[src/rtl/i2c_req_arbiter.sv]
// Round-robin arbiter/sequencer sharing one I2C master among NREQ clients.
// Latches the winner's operands, drives go, retries NACKs, aborts on timeout.
module i2c_req_arbiter #(
    parameter int unsigned NREQ      = 4,
    parameter int unsigned MAX_RETRY = 2,
    parameter int unsigned TIMEOUT   = 4095
) (
    input  logic              mclk,
    input  logic              rst,
    input  logic [NREQ-1:0]   req,
    input  logic [7*NREQ-1:0] req_addr,
    input  logic [8*NREQ-1:0] req_data,
    output logic [NREQ-1:0]   grant,
    output logic [NREQ-1:0]   ack,
    output logic              ok,
    output logic              busy,
    output logic              i2c_go,
    output logic [6:0]        i2c_addr,
    output logic [7:0]        i2c_data,
    input  logic              i2c_done,
    input  logic              i2c_success
);

    localparam int unsigned   IW        = (NREQ > 1) ? $clog2(NREQ) : 1;
    localparam int unsigned   RW        = (MAX_RETRY > 0) ? $clog2(MAX_RETRY + 1) : 1;
    localparam logic [IW-1:0] LAST_IDX  = IW'(NREQ - 1);
    localparam logic [RW-1:0] RETRY_LIM = RW'(MAX_RETRY);
    localparam logic [15:0]   TMO_LIM   = 16'(TIMEOUT);

    typedef enum logic [2:0] {
        IDLE,
        LAUNCH,
        WAIT,
        GAP,
        RESP
    } state_t;

    state_t          state_q, state_d;
    logic [IW-1:0]   ptr_q, ptr_d;
    logic [IW-1:0]   owner_q, owner_d;
    logic [RW-1:0]   retry_q, retry_d;
    logic [15:0]     tmo_q, tmo_d;
    logic [NREQ-1:0] grant_d, ack_d;
    logic            ok_d, busy_d, go_d;
    logic [6:0]      addr_d;
    logic [7:0]      data_d;

    logic [6:0]      addr_vec [NREQ];
    logic [7:0]      data_vec [NREQ];
    logic            pick_valid;
    logic [IW-1:0]   pick_idx;

    always_comb begin
        for (int unsigned i = 0; i < NREQ; i++) begin
            addr_vec[i] = req_addr[7*i +: 7];
            data_vec[i] = req_data[8*i +: 8];
        end
    end

    // First requester at or after ptr, wrapping past NREQ-1 back to 0.
    always_comb begin
        int unsigned   cand;
        logic [IW-1:0] cand_idx;
        pick_valid = 1'b0;
        pick_idx   = '0;
        cand       = 0;
        cand_idx   = '0;
        for (int unsigned k = 0; k < NREQ; k++) begin
            cand = 32'(ptr_q) + k;
            if (cand >= NREQ) begin
                cand = cand - NREQ;
            end
            cand_idx = cand[IW-1:0];
            if (!pick_valid && req[cand_idx]) begin
                pick_valid = 1'b1;
                pick_idx   = cand_idx;
            end
        end
    end

    always_comb begin
        state_d = state_q;
        ptr_d   = ptr_q;
        owner_d = owner_q;
        retry_d = retry_q;
        tmo_d   = tmo_q;
        grant_d = grant;
        ack_d   = '0;
        ok_d    = 1'b0;
        addr_d  = i2c_addr;
        data_d  = i2c_data;

        case (state_q)
            IDLE: begin
                if (pick_valid) begin
                    owner_d           = pick_idx;
                    addr_d            = addr_vec[pick_idx];
                    data_d            = data_vec[pick_idx];
                    grant_d           = '0;
                    grant_d[pick_idx] = 1'b1;
                    retry_d           = '0;
                    tmo_d             = '0;
                    state_d           = LAUNCH;
                end
            end
            LAUNCH: begin
                state_d = WAIT;
            end
            WAIT: begin
                // done takes priority over a coincident timeout
                if (i2c_done) begin
                    if (i2c_success) begin
                        ack_d   = grant;
                        ok_d    = 1'b1;
                        state_d = RESP;
                    end else if (retry_q < RETRY_LIM) begin
                        retry_d = retry_q + RW'(1);
                        state_d = GAP;
                    end else begin
                        ack_d   = grant;
                        state_d = RESP;
                    end
                end else if (tmo_q >= TMO_LIM) begin
                    ack_d   = grant;
                    state_d = RESP;
                end else begin
                    tmo_d = tmo_q + 16'd1;
                end
            end
            GAP: begin
                tmo_d   = '0;
                state_d = LAUNCH;
            end
            RESP: begin
                ptr_d   = (owner_q == LAST_IDX) ? '0 : owner_q + IW'(1);
                grant_d = '0;
                state_d = IDLE;
            end
            default: begin
                grant_d = '0;
                state_d = IDLE;
            end
        endcase

        go_d   = (state_d == LAUNCH) || (state_d == WAIT);
        busy_d = (state_d != IDLE);
    end

    always_ff @(posedge mclk) begin
        if (rst) begin
            state_q  <= IDLE;
            ptr_q    <= '0;
            owner_q  <= '0;
            retry_q  <= '0;
            tmo_q    <= '0;
            grant    <= '0;
            ack      <= '0;
            ok       <= 1'b0;
            busy     <= 1'b0;
            i2c_go   <= 1'b0;
            i2c_addr <= '0;
            i2c_data <= '0;
        end else begin
            state_q  <= state_d;
            ptr_q    <= ptr_d;
            owner_q  <= owner_d;
            retry_q  <= retry_d;
            tmo_q    <= tmo_d;
            grant    <= grant_d;
            ack      <= ack_d;
            ok       <= ok_d;
            busy     <= busy_d;
            i2c_go   <= go_d;
            i2c_addr <= addr_d;
            i2c_data <= data_d;
        end
    end

endmodule

[config.mk]
export PLATFORM = sky130hd
export DESIGN_NAME = i2c_req_arbiter
export DESIGN_NICKNAME = d
export VERILOG_FILES = /design/src/rtl/i2c_req_arbiter.sv
export SDC_FILE = /design/constraint.sdc
export NUM_CORES = 1
export LEC_CHECK = 0
export ABC_AREA = 1
export CELL_PAD_IN_SITES_DETAIL_PLACEMENT = 1
export CELL_PAD_IN_SITES_GLOBAL_PLACEMENT = 2
export CORE_MARGIN = 2
export CORE_UTILIZATION = 24
export CTS_CLUSTER_SIZE = 8
export DETAILED_ROUTE_END_ITERATION = 8
export PLACE_DENSITY = 0.78
export SLEW_MARGIN = 5
export SYNTH_ARGS = -nofsm -noshare
export SYNTH_HDL_FRONTEND = slang
export SYNTH_SLANG_ARGS = --single-unit
[constraint.sdc]
create_clock -name mclk -period 2.5 [get_ports mclk]
set_clock_uncertainty 0.15 [all_clocks]
set_input_delay 0.625 -clock mclk [delete_from_list [all_inputs] [get_ports mclk]]
set_output_delay 0.625 -clock mclk [all_outputs]
set_load 0.01 [all_outputs]
==> results.json <==
{
  "outcome": "complete, no violations",
  "min_path_type": "reg2reg",
  "ys_ff_latch": 51,
  "initial_utilization": 0.247,
  "synth-xor-area-share": 0.0280,
  "peakVddDrop_mv": 0.357,
  "rr_endpoint": "tmo_q[2]$_SDFFE_PP0P_",
  "synth_edf_count": 0,
  "pre_cts_ws_ns": -0.233,
  "critPathLaunchType": "input pin",
  "portBuffers": 93,
  "routedWlPerCell_um": 13.0,
  "synth.area.mux_share": 0,
  "synth-compound-area-share": 0.0588,
  "syn_area_um2": 3130,
  "crit_arrival_ns": 2.44,
  "synth_warnings": 0,
  "synth_top_family_by_area": "simple AND/OR/NAND/NOR gates",
  "fin_util": 0.365,
  "num_rows": 41,
  "synth.distinct_cells": 30,
  "power_leakage_nw": 2.13,
  "ant_nets": 0,
  "clock_power_share": 0.287,
  "crit_required_ns": 2.58,
  "syn_to_final_growth_pct": 48.0,
  "max_cap_viol_count": 0,
  "routed_wl_mm": 10.1,
  "r2r_slack_ns": 0.35,
  "ff2ff_path_depth": 12,
  "final_hold_viol_count": 0,
  "die_h_um": 118,
  "syn_inst": 500,
  "io_pins": 94,
  "synthTopCellsByArea": "dfxtp_1 33%, nand2_1 21%, nand3_1 11%",
  "relSlewSlack": 0.770,
  "drive_gt1_frac": 0.117,
  "drt_iter0_drc": 85,
  "p_comb_frac": 0.358,
  "powerDensity_nw_per_um2": 575,
  "ys.flop_type": "dfxtp_1",
  "stdcell_count": 777,
  "firstDrtPassIters": 4,
  "grt_pass1_vias": 3611,
  "grt_pass1_wl_mm": 17.3,
  "fin_crit_ns": 2.36,
  "ys_seq_area_frac": 0.327,
  "drc_errors": 0,
  "synth_simple_gate_area_frac": 0.470,
  "die_x_um": 118,
  "grt_start_max_net_pins": 31,
  "critical_path.endpoint": "i2c_addr[6]$_SDFFE_PP0P_",
  "synth_fp_nets": 570,
  "antenna_cells": 0,
  "fin_crit_sh": 0.942,
  "worst-path-max-fanout": 18,
  "setup-violations-final": 0,
  "clk_latency_ns": 0.29,
  "vias_per_cell": 4.41,
  "cts_tree": "yes",
  "root_buffer": "clkbuf_16",
  "numCtsBuffers": 5,
  "clock.fmax_ghz": 0.425,
  "dp_hpwl_mm": 8.03,
  "placed_cells": 769,
  "power.switching_mw": 0.833,
  "core_area_um2": 12700,
  "grt_use_total": 0.151,
  "syn_area_per_cell_um2": 6.25,
  "nets": 675,
  "path_clk_slew_ns": 0.06,
  "cts_buffer_depth": 2,
  "cp-startpoint": "req[0]",
  "synth_top_area_share": 0.327,
  "antenna_found_initial": 0,
  "power_mw": 2.66,
  "r2r_start": "tmo_q[0]$_SDFFE_PP0P_",
  "yosys.area.top_type": "dfxtp_1",
  "crit_path_end_kind": "register",
  "finalMaxSlewViolations": 0,
  "overflow": 0,
  "whs_ns": 0.291,
  "path_class": "in2reg",
  "cts.sinks": 51,
  "async_flop_share": 0,
  "tightest_slew_ns": 0.342,
  "setup_slack_ns": 0.144,
  "gp_congestion": 0.819,
  "cts_hold_buf": 0,
  "p_int_mw": 1.83,
  "vias": 3429,
  "yosys.area_share.adder": 0.00801,
  "pwr-share-seq": 0.355,
  "switching_share": 0.313,
  "die-area_um2": 14000,
  "h-tree-depth": 2
}
-- cells in the final DEF (no fill, tap or decap), types with 3 or more instances in the layout --
master             n
a21oi_2            3
nand2_4            5
nand2_1          170
clkdlybuf4s50_1   92
buf_12             6
nand2_2            7
nor2_2             4
nor4_1             3
xnor2_1            4
dfxtp_1           51
buf_4             21
inv_2              4
inv_1             39
o21ai_0            6
nor2_1            62
clkbuf_16          5
nor3_1             5
nand3_1           65
xor2_1             6
nand3_2            5
nand4_1            3
a21oi_1           21
-- cell type report --
type	count	area [um^2]
fill	1626	8050
inverter	45	174
sequential	51	1020
clock buffer	5	125
clock inverter	2	37.5
tap	172	215
multi-input combinational	380	1820
timing repair buffer	122	1230
-- through the flow --
step | cell area (um^2) | TNS (ns)
after floorplan | 3130 | 0
after global placement | 4390 | -2.75
after detailed placement | 4390 | -5.67
after CTS | 4550 | 0
after global routing | 4630 | -0.0261
final | 4630 | 0
-- state kept, by name (all words and copies together) (netlist names) --
signal    cells
i2c_data      8
busy          1
tmo_q        16
retry_q       2
state_q       3
grant         4
ack           4
i2c_addr      7
i2c_go        1
ptr_q         2
owner_q       2
ok            1
-- power by group through the flow --
stage	registers [mW]	clock network, mW	logic [mW]
after floorplan	0.976	0	0.476
after global placement	0.965	0	0.929
after detailed placement	0.965	0	0.942
after CTS	0.948	0.799	0.948
after global routing	0.957	0.830	1.07
final	0.945	0.763	0.952
-- synth_stat cells (2+ instances only) --
library cell and instances:
inv_1 39, nand3_1 66, xor2_1 6, dfxtp_1 51, nand3_2 5, nand2_2 6
buf_6 7, inv_2 5, ha_1 2, clkbuf_1 5, buf_2 6, buf_4 5
xnor2_1 4, nor2_2 2, a31oi_1 2, o21ai_0 6, a21oi_1 24, nor4_1 3
nor3_1 5, nand2_4 4, nand2_1 173, nor2_1 64, nand4_1 3
-- metal layers --
metal  global-route usage  vias up  part of all wire
met1                0.178     1582              0.45
li1                     -     1778                 -
met4               0.0316        0            0.0063
met5                    0        -                 0
met2                0.270       65              0.49
met3               0.0422        4             0.055
-- cells by family after synthesis --
group                    after synthesis
XOR/XNOR                              10
buffers and inverters                 69
AND/OR/NAND/NOR                      333
flip-flops                            51
adder cells (fa/ha/maj)                2
AO/OA/AOI/OAI                         35
-- worst max-delay path: stages --
cell and delay [ns]:
clkdlybuf4s50_1 0.50, inv_1 0.06, nand2_1 0.09, nand3_1 0.10
nand2_2 0.11, inv_1 0.08, buf_4 0.15, nand4_1 0.14
nand2_4 0.11, inv_4 0.19, nand2_1 0.10, nand3_1 0.10
nand2_1 0.06, inv_1 0.04
-- timing repair --
| item | 4_1_cts | 5_1_grt |
|---|---|---|
| setup endpoints to repair | 0 | 19 |
| gates resized for setup | 0 | 17 |
| setup buffers | 0 | 1 |
-- worst min path at each step --
stage                           startpoint  depth (start not counted)  slack [ns]                     end
detailed placement  tmo_q[15]$_SDFFE_PP0P_                          2        0.28  tmo_q[15]$_SDFFE_PP0P_
floorplan           tmo_q[14]$_SDFFE_PP0P_                          2        0.27  tmo_q[14]$_SDFFE_PP0P_
finish              tmo_q[15]$_SDFFE_PP0P_                          2        0.29  tmo_q[15]$_SDFFE_PP0P_
global placement    tmo_q[15]$_SDFFE_PP0P_                          2        0.28  tmo_q[15]$_SDFFE_PP0P_
global route        tmo_q[15]$_SDFFE_PP0P_                          2        0.31  tmo_q[15]$_SDFFE_PP0P_
CTS                 tmo_q[15]$_SDFFE_PP0P_                          2        0.29  tmo_q[15]$_SDFFE_PP0P_
No activity file was read; power rests on OpenSTA's default activity.
